## src/rtl/gw_miim_master.sv

```systemverilog
// gw_miim_master: Clause 22 MDIO/MDC management master.
// Turns single-cycle read/write requests into 64-bit (or 32-bit with
// preamble suppression) serial frames, divides clk down to MDC and
// samples read data from the PHY through a 2-flop synchroniser.
module gw_miim_master #(
  parameter int CLK_DIV = 25,
  parameter int PRE_LEN = 32
) (
  input  logic        clk,
  input  logic        rst,
  input  logic [4:0]  miim_phyad,
  input  logic [4:0]  miim_regad,
  input  logic [15:0] miim_wrdata,
  input  logic        miim_wren,
  input  logic        miim_rden,
  output logic [15:0] miim_rddata,
  output logic        miim_rddata_valid,
  output logic        miim_busy,
  output logic        mdc,
  output logic        mdio_o,
  output logic        mdio_oe,
  input  logic        mdio_i
);

  localparam int N  = PRE_LEN + 32;
  localparam int BW = $clog2(N);
  localparam int PW = (CLK_DIV > 1) ? $clog2(CLK_DIV) : 1;

  localparam logic [BW-1:0] LAST_BIT = BW'(N - 1);
  localparam logic [BW-1:0] PRE_END  = BW'(PRE_LEN);
  localparam logic [BW-1:0] HDR_END  = BW'(PRE_LEN + 14);
  localparam logic [BW-1:0] TA_END   = BW'(PRE_LEN + 16);
  localparam logic [BW-1:0] BIT_ONE  = {{(BW-1){1'b0}}, 1'b1};
  localparam logic [BW-1:0] BIT_ZERO = {BW{1'b0}};
  localparam logic [PW-1:0] PH_LAST  = PW'(CLK_DIV - 1);
  localparam logic [PW-1:0] PH_ONE   = {{(PW-1){1'b0}}, 1'b1};
  localparam logic [PW-1:0] PH_ZERO  = {PW{1'b0}};

  typedef enum logic [2:0] {
    ST_IDLE = 3'd0,
    ST_PRE  = 3'd1,
    ST_HDR  = 3'd2,
    ST_TA   = 3'd3,
    ST_DATA = 3'd4
  } state_t;

  state_t         state_r, state_s;
  logic [PW-1:0]  ph_r, ph_s;
  logic           half_r, half_s;        // 0 = MDC low phase, 1 = high phase
  logic [BW-1:0]  bit_r, bit_s, bit_nx_s;
  logic           op_rd_r, op_rd_s;
  logic [31:0]    frame_r, frame_s, frame_v_s;  // post-preamble bits, MSB next
  logic [15:0]    shift_r, shift_s, shift_nx_s;
  logic           mdc_r, mdc_s;
  logic           mdio_o_r, mdio_o_s;
  logic           mdio_oe_r, mdio_oe_s;
  logic           busy_r, busy_s;
  logic [15:0]    rddata_r, rddata_s;
  logic           valid_r, valid_s;
  logic [1:0]     sync_r;
  logic           pre_done_s;

  assign miim_rddata       = rddata_r;
  assign miim_rddata_valid = valid_r;
  assign miim_busy         = busy_r;
  assign mdc               = mdc_r;
  assign mdio_o            = mdio_o_r;
  assign mdio_oe           = mdio_oe_r;
  assign shift_nx_s        = {shift_r[14:0], sync_r[1]};

  // Two-flop synchroniser for the asynchronous MDIO pad input (idles high like the pull-up)
  always_ff @(posedge clk) begin
    if (rst) begin
      sync_r <= 2'b11;
    end else begin
      sync_r <= {sync_r[0], mdio_i};
    end
  end

  // FSM state, counters and registered outputs
  always_ff @(posedge clk) begin
    if (rst) begin
      state_r   <= ST_IDLE;
      ph_r      <= PH_ZERO;
      half_r    <= 1'b0;
      bit_r     <= BIT_ZERO;
      op_rd_r   <= 1'b0;
      frame_r   <= 32'hFFFF_FFFF;
      shift_r   <= 16'h0000;
      mdc_r     <= 1'b0;
      mdio_o_r  <= 1'b1;
      mdio_oe_r <= 1'b0;
      busy_r    <= 1'b0;
      rddata_r  <= 16'h0000;
      valid_r   <= 1'b0;
    end else begin
      state_r   <= state_s;
      ph_r      <= ph_s;
      half_r    <= half_s;
      bit_r     <= bit_s;
      op_rd_r   <= op_rd_s;
      frame_r   <= frame_s;
      shift_r   <= shift_s;
      mdc_r     <= mdc_s;
      mdio_o_r  <= mdio_o_s;
      mdio_oe_r <= mdio_oe_s;
      busy_r    <= busy_s;
      rddata_r  <= rddata_s;
      valid_r   <= valid_s;
    end
  end

  // Next-state logic: request accept, MDC phase timing and bit sequencing
  always_comb begin
    state_s    = state_r;
    ph_s       = ph_r;
    half_s     = half_r;
    bit_s      = bit_r;
    op_rd_s    = op_rd_r;
    frame_s    = frame_r;
    shift_s    = shift_r;
    mdc_s      = mdc_r;
    mdio_o_s   = mdio_o_r;
    mdio_oe_s  = mdio_oe_r;
    busy_s     = busy_r;
    rddata_s   = rddata_r;
    valid_s    = 1'b0;
    bit_nx_s   = bit_r + BIT_ONE;
    pre_done_s = (state_r != ST_PRE) || (bit_nx_s == PRE_END);
    // Write wins when both strobes arrive together; reads release TA/DATA (all ones)
    frame_v_s  = {2'b01, (miim_wren ? 2'b01 : 2'b10), miim_phyad, miim_regad,
                  (miim_wren ? {2'b10, miim_wrdata} : 18'h3FFFF)};

    case (state_r)
      ST_IDLE: begin
        if (miim_wren || miim_rden) begin
          op_rd_s   = !miim_wren;
          busy_s    = 1'b1;
          mdc_s     = 1'b0;
          ph_s      = PH_ZERO;
          half_s    = 1'b0;
          bit_s     = BIT_ZERO;
          mdio_oe_s = 1'b1;
          if (PRE_LEN == 32'sd0) begin
            state_s  = ST_HDR;
            mdio_o_s = frame_v_s[31];
            frame_s  = {frame_v_s[30:0], 1'b1};
          end else begin
            state_s  = ST_PRE;
            mdio_o_s = 1'b1;
            frame_s  = frame_v_s;
          end
        end else begin
          mdc_s     = 1'b0;
          mdio_o_s  = 1'b1;
          mdio_oe_s = 1'b0;
          busy_s    = 1'b0;
        end
      end

      ST_PRE, ST_HDR, ST_TA, ST_DATA: begin
        if (ph_r != PH_LAST) begin
          ph_s = ph_r + PH_ONE;
        end else if (!half_r) begin
          // End of low phase: raise MDC
          ph_s   = PH_ZERO;
          half_s = 1'b1;
          mdc_s  = 1'b1;
        end else begin
          // End of high phase: sample (DATA only) and move to the next bit
          ph_s = PH_ZERO;
          if (state_r == ST_DATA) begin
            shift_s = shift_nx_s;
          end else begin
            shift_s = shift_r;
          end
          if (bit_r == LAST_BIT) begin
            state_s   = ST_IDLE;
            half_s    = 1'b0;
            bit_s     = BIT_ZERO;
            mdc_s     = 1'b0;
            mdio_o_s  = 1'b1;
            mdio_oe_s = 1'b0;
            busy_s    = 1'b0;
            if (op_rd_r) begin
              rddata_s = shift_nx_s;
              valid_s  = 1'b1;
            end else begin
              rddata_s = rddata_r;
              valid_s  = 1'b0;
            end
          end else begin
            bit_s  = bit_nx_s;
            half_s = 1'b0;
            mdc_s  = 1'b0;
            if (pre_done_s) begin
              mdio_o_s = frame_r[31];
              frame_s  = {frame_r[30:0], 1'b1};
            end else begin
              mdio_o_s = 1'b1;
              frame_s  = frame_r;
            end
            // Reads hand the bus to the PHY from the first TA bit onward
            mdio_oe_s = !op_rd_r || (bit_nx_s < HDR_END);
            if (!pre_done_s) begin
              state_s = ST_PRE;
            end else if (bit_nx_s < HDR_END) begin
              state_s = ST_HDR;
            end else if (bit_nx_s < TA_END) begin
              state_s = ST_TA;
            end else begin
              state_s = ST_DATA;
            end
          end
        end
      end

      default: begin
        state_s   = ST_IDLE;
        ph_s      = PH_ZERO;
        half_s    = 1'b0;
        bit_s     = BIT_ZERO;
        mdc_s     = 1'b0;
        mdio_o_s  = 1'b1;
        mdio_oe_s = 1'b0;
        busy_s    = 1'b0;
      end
    endcase
  end

endmodule

```

## config.mk

```make
export PLATFORM = sky130hd
export DESIGN_NAME = gw_miim_master
export DESIGN_NICKNAME = d
export VERILOG_FILES = /design/src/rtl/gw_miim_master.sv
export SDC_FILE = /design/constraint.sdc
export NUM_CORES = 1
export LEC_CHECK = 0
export BUFFER_PORTS_ARGS = -buffer_cell sky130_fd_sc_hd__buf_2
export CAP_MARGIN = 20
export CORE_MARGIN = 4
export CORE_UTILIZATION = 25
export DETAILED_ROUTE_END_ITERATION = 12
export SLEW_MARGIN = 25
export SYNTH_ARGS = -nofsm -noshare
export SYNTH_HDL_FRONTEND = slang
export SYNTH_SLANG_ARGS = --single-unit
```

## constraint.sdc

```tcl
create_clock -name clk -period 4.6 [get_ports clk]
set_clock_uncertainty 0.2 [all_clocks]
set_input_delay 0.46 -clock clk [delete_from_list [all_inputs] [get_ports clk]]
set_output_delay 0.46 -clock clk [all_outputs]
set_load 0.05 [all_outputs]
```

Word-level counts from Yosys, hierarchy flattened --
Index checks and enable logic that the tools add are counted.
Word-level totals: register bits after elaboration 86, word-level logic and storage cells 95
Cells by class: add/sub/neg operators 2, order comparisons 2, eq/ne operators 14, mux-type cells 40, bitwise gates (word level) 4, reduce and logical (&&, ||, !) cells 19
Operator list (count):
- 32-bit 2-to-1 mux | 5
- 32-bit case mux with 2 select lines | 1
- 6-bit 2-to-1 mux | 4
- 3-bit 2-to-1 mux | 7
- 17-bit 2-to-1 mux | 1
- 1-bit 2-to-1 mux | 13
- 6-bit equality test, second input constant | 2
- 6-bit < comparator, second input constant | 2
- 2-bit inequality test, second input constant | 6
- 6-bit case mux with 2 select lines | 1
- 5-bit 2-to-1 mux | 2
- 5-bit case mux with 2 select lines | 1
- 2-bit AND reduction | 4
- 6-bit by 1-bit adder with 6-bit output, second input constant | 1
- 3-bit by 2-bit equality test with 1-bit output, second input constant | 2
- 1-bit case mux with 2 select lines | 3
- 3-bit case mux with 2 select lines | 1
- 3-bit AND reduction | 2
- 6-bit AND reduction | 1
- 5-bit by 1-bit adder with 5-bit output, second input constant | 1
- 5-bit inequality test, second input constant | 1
- 5-bit AND reduction | 1
- 5-bit OR reduction | 1
- 1-bit NOT | 4
- 11 further kinds | 14

Longest topological paths before layout --
depth after elaboration 9, mapped depth 9, mapped depth without buffers 7

Worst setup path before layout --
OpenSTA, ideal clock, no wires.
kind reg2reg, start reg bit_r[0], end reg rddata_r[10] (netlist: miim_rddata[10]), setup time 0.128 ns, arrival time 2.103 ns, required time 4.272 ns, setup slack 2.169 ns, stages on the path, launching flop included 10, buffers on the path 3, path through dfxtp_1 -> ha_1 -> clkbuf_1 -> nand3_1 -> nor2_1 -> and4_1 -> buf_2 -> buf_4 -> mux2i_1 -> nor2_1
On the way: word-level cells in the longest chain between the ends 2
Ends and longest elaborated chain:
- start: declaration | RTL line 50 | logic [BW-1:0] bit_r, bit_s, bit_nx_s;
- start signal: assignment | RTL line 100 | bit_r <= bit_s;
- 6-bit equality test | RTL line 177 | if (bit_r == LAST_BIT) begin
- 5-bit AND reduction (no line)
- end signal: assignment | RTL line 108 | rddata_r <= rddata_s;
- end: declaration | RTL line 58 | logic [15:0] rddata_r, rddata_s;
Every way passes these cells. A chain may end at the register's enable or synchronous reset.

Worst setup path in the final report --
start reg bit_r[0], end reg rddata_r[9] (netlist: miim_rddata[9])
The elaborated chain is that of the path after synthesis.

==> results.json <==
{
  "synth_edf_count": 0,
  "place_congestion": 0.8450,
  "path_cells": "ha_1 > nand3_1 > nor2_1 > and4_1 > mux2i_1 > nor2_1",
  "cts_tree": "yes",
  "async_flop_share_pct": 0,
  "hpwl_mm": 5.929,
  "first_iter_violations": 146,
  "worstSkewPairLatency_ns": 0.33,
  "ys_seq_area_share_pct": 43.37,
  "gr-total-overflow": 0,
  "synth_warnings": 0,
  "synth_common_cells": "dfxtp_1, nor2_1, mux2i_1",
  "grt_use_total_pct": 9.568,
  "viasPerCell": 4.563,
  "syn_nets": 493,
  "finalSetupTns_ns": 0,
  "tightest_slew_ns": 0.9743,
  "p_leak_nw": 2.044,
  "clock-sinks": 86,
  "antenna_found_initial": 0,
  "die_area_um2": 17960,
  "ir_drop_uv": 211.2,
  "rr_endpoint": "miim_rddata[9]",
  "status": "finished, final reports clean",
  "setup_violations": 0,
  "antenna_left": 0,
  "avgSynthCellArea_um2": 8.668,
  "top_layer_used": "met4",
  "hold_violations": 0,
  "wirelength_met1_mm": 3.974,
  "period_needed_ns": 2.947,
  "r2r.worst_path.cells": 6,
  "layout.nets": 526,
  "chipHeight_um": 134.0,
  "coreArea_um2": 15370,
  "synthFlopType": "dfxtp_1",
  "rsz0062_at_grt": "no",
  "cpMostUsedCell": "nor2_1",
  "r2r_start": "bit_r[0]",
  "ys_ff_latch": 86,
  "h-tree-depth": 3,
  "slew_headroom_pct": 35.05,
  "grt_pass1_wl_mm": 14.26,
  "yosysTopAreaCell": "dfxtp_1",
  "syn_area_um2": 3970,
  "crit_family": "simple AND/OR/NAND/NOR gates",
  "wl_met2_mm": 4.149,
  "ctsResizeCount": 0,
  "critPathKind": "register to register",
  "drcViolationCount": 0,
  "endpoint_kind": "register",
  "multi_input_area_um2": 2011,
  "antenna_cells": 0,
  "crit_fanout": 17,
  "final_max_slew_viol_count": 0,
  "cap_viol_max_count": 0,
  "n_fill_cell": 1634,
  "fmax_ghz": 0.3394,
  "area_growth_syn_to_layout_pct": 17.43,
  "whs_path_depth": 2,
  "drt-total-wl_mm": 8.490,
  "holdCritPathClass": "input pin to register",
  "hp-start": "mdio_i",
  "ios": 52,
  "slowest_stage": "and4_1",
  "worst_ep_required_time_ns": 4.58,
  "grt_pass1_vias": 2996,
  "initial_core_util_pct": 25.83,
  "r2r_slack_ns": 1.65,
  "root_buffer": "clkbuf_16",
  "max_stage_delay_ns": 0.89,
  "dr.pass1.iters": 4,
  "regArea_um2": 1722,
  "power.density_nw_per_um2": 494.5,
  "wl_per_cell_um": 12.01,
  "start_kind": "register",
  "clk_pin_slew_ns": 0.06,
  "postCtsSetupBuffers": 0,
  "critPathArrivalTime_ns": 2.93,
  "final_area_um2": 4662,
  "grt_max_degree": 93,
  "hold_end": "sync_r[0]",
  "yosysMostFrequentCell": "dfxtp_1",
  "synth.area.top_cells": "dfxtp_1, mux2i_1, nor2_1",
  "core.rowCount": 45,
  "ctsLongestPathBuffers": 2,
  "placed_area_um2": 4360,
  "drive_above_1_share_pct": 15.32,
  "holdBufCountCts": 0,
  "die_x_um": 134.0,
  "cts_made_buffers": 9,
  "postSynthCellCount": 458,
  "post-route-period-util_pct": 64.06,
  "vias": 3226,
  "total_power_mw": 2.305,
  "ys_types": 55,
  "route.met3.wl_um": 238,
  "port_buffers": 51,
  "critPathBufInv": 0,
  "synth_top_area_share_pct": 43.37
}
-- flip-flops by register name, indices dropped and copies added (netlist names) --
| signal | cells |
|---|---|
| frame_r | 32 |
| miim_rddata | 16 |
| shift_r | 15 |
| bit_r | 6 |
| ph_r | 5 |
| state_r | 3 |
| sync_r | 2 |
| half_r | 1 |
| mdc | 1 |
| mdio_o | 1 |
| mdio_oe | 1 |
| miim_busy | 1 |
| miim_rddata_valid | 1 |
| op_rd_r | 1 |
-- where the power goes --
part	leakage [nW]	switching (mW)	internal, mW
Sequential	0.700	0.0679	0.866
Combinational	1.20	0.386	0.270
Clock	0.142	0.280	0.435
Total	2.04	0.734	1.57
-- layer usage --
layer  global-route usage, %  vias up
met2                   16.11       44
li1                        -     1644
met3                   2.438        7
met4                   3.959        0
met1                   11.65     1531
met5                       0        -
-- worst max path at each step --
| stage | start | to | slack (ns) | cells past startpoint |
|---|---|---|---|---|
| after floorplan | bit_r[0] | miim_rddata[10] | 2.17 | 9 |
| after CTS | bit_r[0] | miim_rddata[9] | 1.66 | 6 |
| after global routing | bit_r[0] | miim_rddata[15] | 1.41 | 6 |
| after detailed placement | bit_r[1] | miim_rddata[11] | 1.66 | 6 |
| after global placement | bit_r[0] | miim_rddata[15] | 1.79 | 6 |
| final | bit_r[0] | miim_rddata[9] | 1.65 | 6 |
-- cells by family (layout without fill, tap and decap cells) --
group | after synthesis | after routing | share of synthesized area (%)
AO/OA/AOI/OAI | 78 | 78 | 13.17
multiplexers | 63 | 63 | 15.92
adder cells (fa/ha/maj) | 4 | 4 | 1.261
buffers and inverters | 55 | 93 | 6.177
XOR/XNOR | 4 | 4 | 0.8826
flip-flops | 86 | 86 | 43.37
AND/OR/NAND/NOR | 168 | 168 | 19.22
-- metrics by stage --
step	hold WS (ns)	setup WS (ns)	utilization, %	std cells
after floorplan	0.1895	2.169	-	458
after global placement	0.1919	1.789	28.37	691
after detailed placement	0.2044	1.660	28.37	691
after CTS	0.09133	1.664	30.33	707
after global routing	0.1039	1.409	30.33	707
final	0.1084	1.653	30.33	707
-- placed cells by master, fill, tap and decap left out, types with 3 or more instances in the layout --
cell,n
buf_2,51
mux2i_1,62
clkbuf_16,9
xor2_1,3
o211ai_1,3
a211oi_1,18
a21oi_1,24
dfxtp_1,86
ha_1,4
and2_1,3
buf_4,3
nand4_1,4
o21ai_0,10
inv_1,23
nor2_1,81
nor3_1,7
nand2_1,37
nand3_1,6
and3_1,12
o21ai_1,3
-- worst register-to-register path, cell delays in order, from the launching register on --
cell and delay, ns:
dfxtp_1 0.45, ha_1 0.40, nand3_1 0.24, nor2_1 0.30, and4_1 0.89, mux2i_1 0.28, nor2_1 0.05
-- area by class of cell --
type                            count  share of cell area (%)
Multi-Input combinational cell    317                   43.13
Clock inverter                      5                   1.261
Sequential cell                    86                   36.93
Tap cell                          211                   5.663
Clock buffer                       11                   5.207
Inverter                           23                   1.852
Timing Repair Buffer               54                   5.958
No activity file was read; power rests on OpenSTA's default activity.
